[config.mk]
export PLATFORM = sky130hd
export DESIGN_NAME = ebu_arbiter
export DESIGN_NICKNAME = d
export VERILOG_FILES = /design/src/rtl/ebu_arbiter.sv
export SDC_FILE = /design/constraint.sdc
export NUM_CORES = 1
export LEC_CHECK = 0
export BUFFER_PORTS_ARGS = -buffer_cell sky130_fd_sc_hd__buf_2
export CORE_MARGIN = 4
export CORE_UTILIZATION = 52
export CTS_BUF_LIST = sky130_fd_sc_hd__clkbuf_8
export CTS_CLUSTER_DIAMETER = 100
export DETAILED_ROUTE_END_ITERATION = 10
export PLACE_DENSITY = 0.8
export RECOVER_POWER = 100
export SKIP_CTS_REPAIR_TIMING = 1
export SLEW_MARGIN = 10
export SYNTH_ARGS = -nofsm -noshare
export SYNTH_HDL_FRONTEND = slang
export SYNTH_SLANG_ARGS = --single-unit
[constraint.sdc]
create_clock -name HCLK -period 2.3 [get_ports HCLK]
set_input_delay 0.46 -clock HCLK [delete_from_list [all_inputs] [get_ports HCLK]]
set_output_delay 0.46 -clock HCLK [all_outputs]
set_load 0.02 [all_outputs]
[src/rtl/ebu_arbiter.sv]
// Two-requester AHB address-phase arbiter: requester 0 has priority, bursts lock the grant,
// a starvation counter bounds requester 1's wait, and the data-phase owner is tracked for muxing.
module ebu_arbiter #(
  parameter int BEATS_MAX    = 4,
  parameter int STARVE_LIMIT = 3,
  localparam int BEATW       = $clog2(BEATS_MAX) + 1,
  localparam int SW          = $clog2(STARVE_LIMIT + 1)
) (
  input  logic             HCLK,
  input  logic             HRESETn,
  input  logic [1:0]       Req0Trans,
  input  logic [BEATW-1:0] Req0Beats,
  input  logic [1:0]       Req1Trans,
  input  logic [BEATW-1:0] Req1Beats,
  input  logic             HREADY,
  output logic [1:0]       HTRANS,
  output logic             Grant0,
  output logic             Grant1,
  output logic             Req0Wait,
  output logic             Req1Wait,
  output logic             Sel0,
  output logic             Sel1,
  output logic             Locked
);

  localparam logic [1:0] TR_IDLE   = 2'b00;
  localparam logic [1:0] TR_NONSEQ = 2'b10;

  typedef enum logic {ST_IDLE, ST_OWN} state_t;

  state_t           state_q, state_d;
  logic             owner_q, owner_d;
  logic             last_grant_q, last_grant_d;
  logic [BEATW-1:0] beats_left_q, beats_left_d;
  logic [SW-1:0]    starve_cnt_q, starve_cnt_d;
  logic             data_owner_q, data_owner_d;
  logic             data_valid_q, data_valid_d;

  logic             req0, req1, accept, accept_ns;
  logic [BEATW-1:0] win_beats;

  // Zero-length bursts count as a single beat; oversize bursts clamp to the maximum.
  function automatic logic [BEATW-1:0] eff_beats(input logic [BEATW-1:0] b);
    if (b == '0) return BEATW'(1);
    else if (b > BEATW'(BEATS_MAX)) return BEATW'(BEATS_MAX);
    else return b;
  endfunction

  always_comb begin
    req0 = (Req0Trans == TR_NONSEQ);
    req1 = (Req1Trans == TR_NONSEQ);
    Grant0 = 1'b0;
    Grant1 = 1'b0;
    if (state_q == ST_OWN) begin
      Grant0 = ~owner_q;
      Grant1 = owner_q;
    end else if (HREADY) begin
      if (req0 && req1) begin
        Grant1 = (starve_cnt_q == SW'(STARVE_LIMIT));
        Grant0 = ~Grant1;
      end else begin
        Grant0 = req0;
        Grant1 = req1;
      end
    end else if (last_grant_q) begin
      Grant1 = (Req1Trans != TR_IDLE);
    end else begin
      Grant0 = (Req0Trans != TR_IDLE);
    end

    HTRANS    = Grant0 ? Req0Trans : (Grant1 ? Req1Trans : TR_IDLE);
    Req0Wait  = (Req0Trans != TR_IDLE) & ~(Grant0 & HREADY);
    Req1Wait  = (Req1Trans != TR_IDLE) & ~(Grant1 & HREADY);
    accept    = (Grant0 | Grant1) & HREADY;
    accept_ns = accept & (HTRANS == TR_NONSEQ);
    win_beats = eff_beats(Grant1 ? Req1Beats : Req0Beats);

    state_d      = state_q;
    owner_d      = owner_q;
    last_grant_d = last_grant_q;
    beats_left_d = beats_left_q;
    starve_cnt_d = starve_cnt_q;
    data_owner_d = data_owner_q;
    data_valid_d = data_valid_q;

    if (state_q == ST_IDLE) begin
      if (accept_ns && win_beats > BEATW'(1)) begin
        state_d      = ST_OWN;
        owner_d      = Grant1;
        beats_left_d = win_beats - BEATW'(1);
      end
    end else if (HREADY) begin
      // BUSY holds the count; IDLE from the owner abandons the burst.
      if (HTRANS[1]) begin
        beats_left_d = beats_left_q - BEATW'(1);
        if (beats_left_q <= BEATW'(1)) state_d = ST_IDLE;
      end else if (HTRANS == TR_IDLE) begin
        beats_left_d = '0;
        state_d      = ST_IDLE;
      end
    end

    if (accept) last_grant_d = Grant1;

    if (accept_ns) begin
      if (Grant1) starve_cnt_d = '0;
      else if (req1 && starve_cnt_q != SW'(STARVE_LIMIT)) starve_cnt_d = starve_cnt_q + SW'(1);
    end

    if (HREADY) begin
      data_valid_d = HTRANS[1];
      if (Grant0 | Grant1) data_owner_d = Grant1;
    end

    Sel0   = data_valid_q & ~data_owner_q;
    Sel1   = data_valid_q & data_owner_q;
    Locked = (state_q == ST_OWN);
  end

  always_ff @(posedge HCLK or negedge HRESETn) begin
    if (!HRESETn) begin
      state_q      <= ST_IDLE;
      owner_q      <= 1'b0;
      last_grant_q <= 1'b0;
      beats_left_q <= '0;
      starve_cnt_q <= '0;
      data_owner_q <= 1'b0;
      data_valid_q <= 1'b0;
    end else begin
      state_q      <= state_d;
      owner_q      <= owner_d;
      last_grant_q <= last_grant_d;
      beats_left_q <= beats_left_d;
      starve_cnt_q <= starve_cnt_d;
      data_owner_q <= data_owner_d;
      data_valid_q <= data_valid_d;
    end
  end

endmodule

==> summary.md, run 1 <==
| Metric | Value |
|---|---|
| Status | `finished with violations` |
| Failing checks | `negative setup slack` |
| Die height | `46.0 um` |
| Die footprint | `0.00211 mm^2` |
| PD cells | `1200 mW/mm^2` |
| Worst Reg-to-Reg Cells | `8` |
| Worst-Margin Slew | `0.498 ns` |
| Worst Path Arrival | `1.86 ns` |
| DR WL met2 | `1060 um` |
| Routed vias/inst | `6.25` |
| Hold Path Class | `in -> async` |
| Post-layout min period | `2.32 ns` |
| CP required | `1.84 ns` |
| Global placement routability congestion | `0.835` |
| Antenna viol nets, final | `0` |
| Clock skew | `0.00574 ns` |
| Cell Area, Synth | `749 um^2` |
| Starting Density | `56.2%` |
| # H-tree levels | `1` |
| N_diodes | `0` |
| Syn_nets | `98` |
| Worst path depth | `6` |
| VDD IR-drop max | `0.000659 V` |
| Max_cap viols | `0` |
| Vias in the first global route | `742` |
| Ys async rst share | `100%` |
| First-pass GRT wire length | `3180 um` |
| Sink Count | `9` |
| CP delay by family, top | `compound AO/OA/AOI/OAI gates` |
| Register area share after synthesis | `30.1%` |
| RSZ-0062 raised after global routing | `yes` |
| Share of post-route cells with drive strength above 1 | `37.3%` |
| IO Pins | `22` |
| DPL Wire Length | `1410 um` |
| Fin crit share | `101%` |
| Setup WS post-layout | `-0.0245 ns` |
| Number of synthesized flops with an enable pin | `0` |
| Ys Warns | `0` |
| Cells after Synth | `82` |
| Post-Route WL | `2100 um` |
| Syn Area/Cell | `9.14 um^2` |
| DRC errors left | `0` |
| Via count | `781` |
| Pleak | `0.000475 uW` |
| #FFs+latches synth | `9` |
| CTS clk-pin slew, worst paths | `0.05 ns` |
| Core area | `0.00133 mm^2` |
| Syn-to-layout area delta | `35.6%` |
| Top layer in use | `met4` |
| Critical path class | `reg -> out` |
| Clock Latency Late Sink | `0.25 ns` |
| Initial DRC Count | `23` |
| First-pass DRT Iterations | `4` |
| Unique masters post-synth | `37` |
| Wire length on met3 | `134 um` |
| Port Buffers | `21` |
| Crit end category | `output pin` |
| Final hold vios | `0` |
| Fin. max-slew vios | `0` |
| Crit-path cells | `ha_4 > nor3b_4 > o32ai_4 > o21a_4 > a22o_1 > buf_6` |
| GRT Total Usage | `21.3%` |
| Fill cells | `94` |
| Final Setup Violations | `2` |
| CTS root buf | `clkbuf_8` |
| CTS Buf Count | `3` |
| Die width | `46.0 um` |
| CTS tree | `built` |
| Max transition margin | `66.8%` |
| Clk buf depth | `2` |
| Setup crit start kind | `register` |
| Largest net degree at the start of global routing | `12` |
| Wire per inst | `16.8 um` |
| Initial antenna violation count | `0` |
| Worst path max stage delay | `0.42 ns` |
| Row cnt | `13` |
| Synth Flop Type | `dfrtp_1` |
| Routed met1 length | `822 um` |
| Grt ovf | `0` |
| CP max-delay cell | `dfrtp_1` |
| Crit Path Max Fanout | `6` |
| Setup_tns | `-0.0326 ns` |
| Overall Power | `1210 uW` |
| CP bufs+invs | `1` |
| Nets | `127` |
| Fmax | `430 MHz` |
report_power, final:
part | internal (uW) | leakage (uW) | switching (uW)
Combinational | 325 | 0.000335 | 363
Sequential | 223 | 0.000114 | 102
Clock | 120 | 0.0000255 | 81.7
Total | 668 | 0.000475 | 547
kinds of logic after synthesis:
logic type,share of synthesized area [%]
muxes,4.34
buffers and inverters,4.84
and+or+nand+nor,23.2
DFF,30.1
adders and majority gates,5.01
AOI/OAI and AO/OA,32.6
Yosys cell counts, types with 3 or more instances:
library cell | n | area (um^2)
a211oi_1 | 3 | 22.5
a21oi_1 | 4 | 20.0
a22o_1 | 4 | 35.0
dfrtp_1 | 9 | 225
ha_1 | 3 | 37.5
inv_1 | 6 | 22.5
nand2_1 | 6 | 22.5
nor2_1 | 6 | 22.5
nor2b_1 | 4 | 25.0
nor3b_1 | 3 | 22.5
placed cells by master (no fill, tap or decap), types with 2 or more instances in the layout:
cell type	count
buf_2	14
and2_4	2
buf_6	3
dfrtp_1	9
a211oi_1	3
a211o_1	2
nor3b_1	3
nand3b_1	2
ha_1	2
o21ai_1	2
o21ai_0	2
a221oi_2	2
a22o_1	4
a21oi_1	2
buf_4	7
nor2_1	6
a21oi_2	2
inv_1	6
clkbuf_1	3
nand2_1	6
nor2b_1	4
clkbuf_8	3
state kept, by name, indices dropped and copies added (netlist names):
register / flops
data_valid_q: 1
beats_left_q: 3
Locked: 1
last_grant_q: 1
starve_cnt_q: 2
owner_q: 1
layout make-up:
cell class	instances	area [um^2]	share of cell area, %
Multi-Input combinational cell	64	536	52.7
Sequential cell	9	225	22.2
Timing Repair Buffer	27	168	16.5
Clock buffer	3	41.3	4.06
Inverter	6	22.5	2.22
Tap cell	15	18.8	1.85
Clock inverter	1	5.00	0.493
per-stage QoR:
stage | hold WS (ns) | cells | util (%) | setup WS [ns] | instance area, um^2
floorplan | 0.164 | 82 | - | 0.161 | 749
global placement | 0.324 | 118 | 66.1 | 0.140 | 882
CTS | 0.0609 | 122 | 69.6 | -0.0923 | 928
finish | 0.146 | 125 | 76.2 | -0.0245 | 1020
detailed placement | 0.327 | 118 | 66.1 | 0.110 | 882
global route | 0.206 | 125 | 76.2 | -0.117 | 1020
routing by layer:
layer | vias to the layer above | track usage (%)
met5 | - | 0
met4 | 0 | 13.1
met3 | 9 | 5.14
met2 | 35 | 32.4
met1 | 372 | 26.5
li1 | 365 | -
worst paths after layout:
check,start,end,slack (ns)
setup / recovery,starve_cnt_q[0],HTRANS[1],-0.02
hold / removal,HRESETn,last_grant_q,0.15
setup reg to reg,starve_cnt_q[0],beats_left_q[2],0.15
hold reg to reg,data_valid_q,data_valid_q,0.51
max in group asynchronous,HRESETn,beats_left_q[1],1.82
min in group HCLK,data_valid_q,data_valid_q,0.51
Power figures use the tool's default switching activity.
==> run 2: changes to the inputs <==
Settings changed: CORE_UTILIZATION 52 to 47, PLACE_DENSITY 0.8 to 0.77, SKIP_LAST_GASP set to 1.
Clock period 2.3 ns to 1.9 ns, I/O delays scaled along.
==> run 2 against run 1 <==
Compared with the run above: the run still ends with negative setup slack left; setup slack got worse by 0.28 ns; first-iteration DRC count decreased by 30%; cell count increased by 12%; global-route usage decreased by 2.4 points; hold slack got worse by 0.072 ns; critical endpoint unchanged; largest power group unchanged.
==> summary.md, run 2 (synthesis gave the netlist of run 1 again) <==
| Metric | Value |
|---|---|
| N_diodes | `0 (unchanged)` |
| Combinational power share | `64.3% (+7.6 points)` |
| CP max-delay cell | `dfrtp_1` |
| Fin cells | `140 (+12%)` |
| Crit Path Max Fanout | `6 (unchanged)` |
| Fmax | `453 MHz` |
| Fin. max-slew vios | `0 (unchanged)` |
| Top reg by flops | `beats_left_q` |
| Routed vias/inst | `5.78 (-7.5%)` |
| WHS | `0.0737 ns (-0.0723 ns)` |
| Status | `finished with violations` |
| GRT Total Usage | `18.9% (-2.4 points)` |
| Worst path max stage delay | `0.41 ns (about the same)` |
| Vias in the first global route | `765 (+3.1%)` |
| Core area | `0.00151 mm^2 (+13%)` |
| Final Setup Violations | `10 (+8)` |
| Sink Count | `9 (unchanged)` |
| CTS clk-pin slew, worst paths | `0.04 ns (about the same)` |
| CP required | `1.52 ns (-0.32 ns)` |
| Die footprint | `0.00230 mm^2 (+8.7%)` |
| PD cells | `1410 mW/mm^2 (+18%)` |
| Clock skew | `0.00167 ns (-0.00407 ns)` |
| DRC errors left | `0 (unchanged)` |
| Post-Route WL | `2230 um (+6.3%)` |
| First-pass DRT Iterations | `4 (unchanged)` |
| IO Pins | `22 (unchanged)` |
| Sw power | `684 uW (+25%)` |
| Critical path class | `reg -> out` |
| Wire per inst | `15.9 um (-5.1%)` |
| Share of post-route cells with drive strength above 1 | `46.8% (+9.5 points)` |
| Max FFs per register | `3 (unchanged)` |
| Starting Density | `49.8% (-6.4 points)` |
| Failing checks | `negative setup slack` |
| Placed cell count | `130 (+10%)` |
| Antenna viol nets, final | `0 (unchanged)` |
| CTS root buf | `clkbuf_8` |
| Pre-CTS setup slack | `-0.184 ns (-0.294 ns)` |
| Worst-Margin Slew | `0.469 ns (-0.0288 ns)` |
| Die height | `47.9 um (+4.3%)` |
| Die width | `47.9 um (+4.3%)` |
| Hold Path Class | `in -> async` |
| CTS tree | `built` |
| RSZ-0062 raised after global routing | `yes` |
| DPL Wire Length | `1570 um (+11%)` |
| Setup WS post-layout | `-0.305 ns (-0.281 ns)` |
| Fill cells | `100 (+6.4%)` |
| Most frequent cells in the layout | `21 x buf_4, 11 x buf_2, 9 x dfrtp_1` |
| Worst Path Arrival | `1.83 ns (-0.03 ns)` |
| # H-tree levels | `1 (unchanged)` |
| Max_cap viols | `0 (unchanged)` |
| Clock Power Share | `13.1% (-3.5 points)` |
| Pint | `953 uW (+43%)` |
| Nets | `141 (+11%)` |
| Crit-path cells | `ha_4 > nor3b_4 > o32ai_4 > o21a_4 > a22o_4 > buf_6` |
| Fin crit share | `116%` |
| Clk buf depth | `2 (unchanged)` |
| Crit end category | `output pin` |
| Leading cell type in the layout, fill and taps excluded | `buf_4` |
| Via count | `809 (+3.6%)` |
| Seq pwr share | `22.6% (-4.2 points)` |
| Sw frac | `41.8% (-3.3 points)` |
| First-pass GRT wire length | `3090 um (-2.8%)` |
| Biggest regs | `beats_left_q: 3 flops, starve_cnt_q: 2 flops` |
| Max transition margin | `68.7% (+1.9 points)` |
| VDD IR-drop max | `0.000947 V (+44%)` |
| CTS Buf Count | `3 (unchanged)` |
| Clock Latency Late Sink | `0.23 ns (-0.02 ns)` |
| Setup crit start kind | `register` |
| Largest net degree at the start of global routing | `10 (-2)` |
| Initial antenna violation count | `0 (unchanged)` |
| Initial DRC Count | `16 (-30%)` |
| Post-layout min period | `2.21 ns` |
| Global placement routability congestion | `0.776 (-7.1%)` |
| Post-layout util | `77.0% (+0.82 points)` |
| Syn-to-layout area delta | `54.8%` |
| Port Buffers | `21 (unchanged)` |
| Overall Power | `1640 uW (+35%)` |
| Grt ovf | `0 (unchanged)` |
| Pleak | `0.000554 uW (+17%)` |
| Final hold vios | `0 (unchanged)` |
| Row cnt | `14 (+1)` |
-- run 2: critical path: cells and delay by family (launching register included) --
kind	cells	cell delay, ns
compound gates	3	0.62
buf+inv	1	0.13
flops	1	0.41
fa+ha+maj	1	0.19
simple gates	1	0.24
-- run 2: stage by stage --
stage          setup TNS (ns)  area [um^2]
3_5_place_dp            -1.05          985
6_report                -2.17         1160
4_1_cts                 -1.92         1030
5_1_grt                 -3.08         1160
2_1_floorplan         -0.0177          774
3_3_place_gp           -0.574          985
-- run 2: power by group through the flow --
stage / Sequential [uW] / Combinational, uW / Clock (uW)
floorplan: 345 / 573 / 0
global placement: 356 / 798 / 0
detailed placement: 362 / 814 / 0
CTS: 360 / 816 / 217
global route: 378 / 1130 / 228
finish: 370 / 1050 / 215
-- run 2: worst paths after layout --
check,slack (ns),depth (start not counted),endpoint,startpoint
min in group HCLK,0.52,1,data_valid_q,data_valid_q
worst max-delay path,-0.31,6,HTRANS[1],starve_cnt_q[0]
worst max register to register,-0.23,8,owner_q,starve_cnt_q[0]
worst min-delay path,0.07,1,beats_left_q[2],HRESETn
max in group asynchronous,1.51,1,beats_left_q[1],HRESETn
worst min register to register,0.52,1,data_valid_q,data_valid_q
-- run 2: final cells by class --
cell class	count	area, um^2	area share, %
clock buffer	3	41.3	3.56
inverter	6	22.5	1.94
sequential	9	225	19.4
timing repair buffer	41	284	24.5
tap	16	20.0	1.73
multi-input combinational	64	563	48.5
clock inverter	1	3.75	0.324
-- run 2: layer usage --
layer / GRT usage, % / vias up / share of wire (%)
li1: - / 393 / -
met4: 3.23 / 0 / 1.6
met5: 0 / - / 0
met2: 33.8 / 25 / 55
met3: 6.02 / 4 / 5.0
met1: 22.1 / 387 / 39
==> run 3: changes to the inputs <==
Settings changed: SKIP_CTS_REPAIR_TIMING 1 to not set.
==> run 3 against run 2 <==
Compared with the run above: the flow still finishes with violations (negative setup slack); critical path depth unchanged; first-iteration DRC count increased by 94%; maximum frequency decreased by 0.76%; total power increased by 11%; critical path type unchanged; highest routed layer unchanged.
==> summary.md, run 3 (synthesis gave the netlist of run 1 again) <==
| Metric | Value |
|---|---|
| Reg2reg end | `Locked` |
| Wire per inst | `20.1 um (+26%)` |
| WHS | `0.529 ns (+0.455 ns)` |
| Fin. max-slew vios | `0 (unchanged)` |
| Die width | `47.9 um (unchanged)` |
| CTS tree | `built` |
| VDD IR-drop max | `0.000937 V (-1.1%)` |
| Die height | `47.9 um (unchanged)` |
| Sw frac | `43.7% (+1.9 points)` |
| Grt ovf | `0 (unchanged)` |
| Core area | `0.00151 mm^2 (unchanged)` |
| Global placement routability congestion | `0.776 (unchanged)` |
| Leading cell type in the layout, fill and taps excluded | `buf_4` |
| # H-tree levels | `1 (unchanged)` |
| Crit end category | `output pin` |
| Routed vias/inst | `6.39 (+11%)` |
| Sink Count | `9 (unchanged)` |
| N_diodes | `0 (unchanged)` |
| Clock skew | `0.00418 ns (+0.00251 ns)` |
| CTS clk-pin slew, worst paths | `0.05 ns (about the same)` |
| Failing checks | `negative setup slack` |
| Biggest regs | `beats_left_q: 3 flops, starve_cnt_q: 2 flops` |
| Largest net degree at the start of global routing | `10 (unchanged)` |
| FF+latch area | `225 um^2 (unchanged)` |
| Setup WS post-layout | `-0.322 ns (-0.0170 ns)` |
| Fmax | `450 MHz (-0.76%)` |
| Fill cells | `92 (-8.0%)` |
| WHS Path Cells | `1` |
| Seq pwr share | `21.1% (-1.5 points)` |
| First-pass GRT wire length | `4110 um (+33%)` |
| Share of post-route cells with drive strength above 1 | `49.6% (+2.8 points)` |
| Nets | `144 (+2.1%)` |
| Worst Path Arrival | `1.84 ns (about the same)` |
| Via count | `914 (+13%)` |
| Worst R2R Setup Slack | `-0.30 ns (-0.07 ns)` |
| Vias in the first global route | `916 (+20%)` |
| Combinational power share | `66.8% (+2.5 points)` |
| Antenna viol nets, final | `0 (unchanged)` |
| Worst Reg-to-Reg Cells | `9 (+1)` |
| Initial antenna violation count | `0 (unchanged)` |
| CTS Buf Count | `3 (unchanged)` |
| Initial DRC Count | `31 (+15)` |
| DPL Wire Length | `1570 um (unchanged)` |
| IO Pins | `22 (unchanged)` |
| Crit-path cells | `ha_4 > nor3b_4 > o32ai_4 > o21a_4 > a22o_4 > buf_6` |
| CP max-delay cell | `dfrtp_1` |
| Overall Power | `1810 uW (+11%)` |
| Status | `finished with violations` |
| CP required | `1.52 ns (about the same)` |
| Worst r2r src | `starve_cnt_q[0]` |
| Clk buf depth | `2 (unchanged)` |
| Final Setup Violations | `14 (+4)` |
| Sw power | `791 uW (+16%)` |
| Pint | `1020 uW (+6.9%)` |
| Most frequent cells in the layout | `20 x buf_4, 12 x buf_2, 9 x dfrtp_1` |
| DRC errors left | `0 (unchanged)` |
| Pleak | `0.000573 uW (+3.4%)` |
| Clock Latency Late Sink | `0.23 ns (about the same)` |
| Worst-Margin Slew | `0.485 ns (+0.0156 ns)` |
| RSZ-0062 raised after global routing | `yes` |
| Clock Power Share | `12.1% (-1.0 points)` |
| GRT Total Usage | `25.9% (+7.0 points)` |
| CTS root buf | `clkbuf_8` |
| Crit Path Max Fanout | `5 (-1)` |
| First-pass DRT Iterations | `4 (unchanged)` |
| Pre-CTS setup slack | `-0.184 ns (unchanged)` |
| Hold Path Class | `reg -> reg` |
| Area of the multi-input gates | `608 um^2 (+8.0%)` |
| HP Start | `data_valid_q` |
| PD cells | `1460 mW/mm^2 (+3.3%)` |
| Fin crit share | `117% (+0.89 points)` |
| Post-layout min period | `2.22 ns (+0.0170 ns)` |
| Worst Hold End | `data_valid_q` |
| Post-Route WL | `2870 um (+29%)` |
| Top reg by flops | `beats_left_q` |
| Worst path max stage delay | `0.42 ns (about the same)` |
| Critical path class | `reg -> out` |
| Row cnt | `14 (unchanged)` |
| Syn-to-layout area delta | `65.8%` |
| Port Buffers | `21 (unchanged)` |
| Setup crit start kind | `register` |
| Final hold vios | `0 (unchanged)` |
| Die footprint | `0.00230 mm^2 (unchanged)` |
| Max transition margin | `67.7% (-1.0 points)` |
| Starting Density | `49.8% (unchanged)` |
| Max FFs per register | `3 (unchanged)` |
| Max_cap viols | `0 (unchanged)` |
## run 3: per-layer routing
layer | GRT usage (%) | vias up | part of all wire (%) | routed length [um]
li1 | - | 402 | - | -
met1 | 28.3 | 427 | 36 | 1040
met2 | 46.2 | 62 | 52 | 1480
met3 | 7.14 | 23 | 7.0 | 202
met4 | 11.3 | 0 | 5.1 | 145
met5 | 0 | - | 0 | 0
## run 3: power by group through the flow
stage | registers (uW) | clock network [uW] | logic, uW
after floorplan | 345 | 0 | 573
final | 382 | 219 | 1210
after detailed placement | 362 | 0 | 814
after global placement | 356 | 0 | 798
after global routing | 388 | 230 | 1280
after CTS | 371 | 217 | 1080
## run 3: final cells by class
cell class                      count  share of cell area [%]
Clock buffer                        3                    3.32
Multi-Input combinational cell     64                    48.9
Clock inverter                      1                   0.302
Tap cell                           16                    1.61
Sequential cell                     9                    18.1
Inverter                            6                    1.81
Timing Repair Buffer               44                    25.9
## run 3: worst max path at each step
stage	from	to	slack, ns	cells past startpoint
floorplan	starve_cnt_q[0]	Locked	-0.02	8
global placement	HREADY	HTRANS[1]	-0.11	6
detailed placement	HREADY	beats_left_q[2]	-0.18	6
CTS	starve_cnt_q[0]	HTRANS[1]	-0.25	6
global route	starve_cnt_q[0]	HTRANS[1]	-0.35	6
finish	starve_cnt_q[0]	HTRANS[1]	-0.32	6
## run 3: per-stage QoR
stage	utilization [%]	std cells	setup TNS, ns	cell area [um^2]
after floorplan	-	82	-0.0177	774
after global placement	65.4	130	-0.574	985
after detailed placement	65.4	130	-1.05	985
after CTS	81.1	144	-1.80	1220
after global routing	82.5	143	-3.46	1240
final	82.5	143	-2.87	1240
## run 3: critical path: cells and delay by family (launching register included)
| family | cells | cell delay, ns |
|---|---|---|
| simple gates | 1 | 0.24 |
| buf+inv | 1 | 0.13 |
| fa+ha+maj | 1 | 0.19 |
| flops | 1 | 0.42 |
| compound gates | 3 | 0.64 |
## run 3: timing repair
action	4_1_cts	5_1_grt
buffers inserted	9	1
pin swaps	11	6
gates resized for setup	22	8
endpoints found under the hold margin	9	0
setup endpoints to repair	12	15
hold buffers	1	0
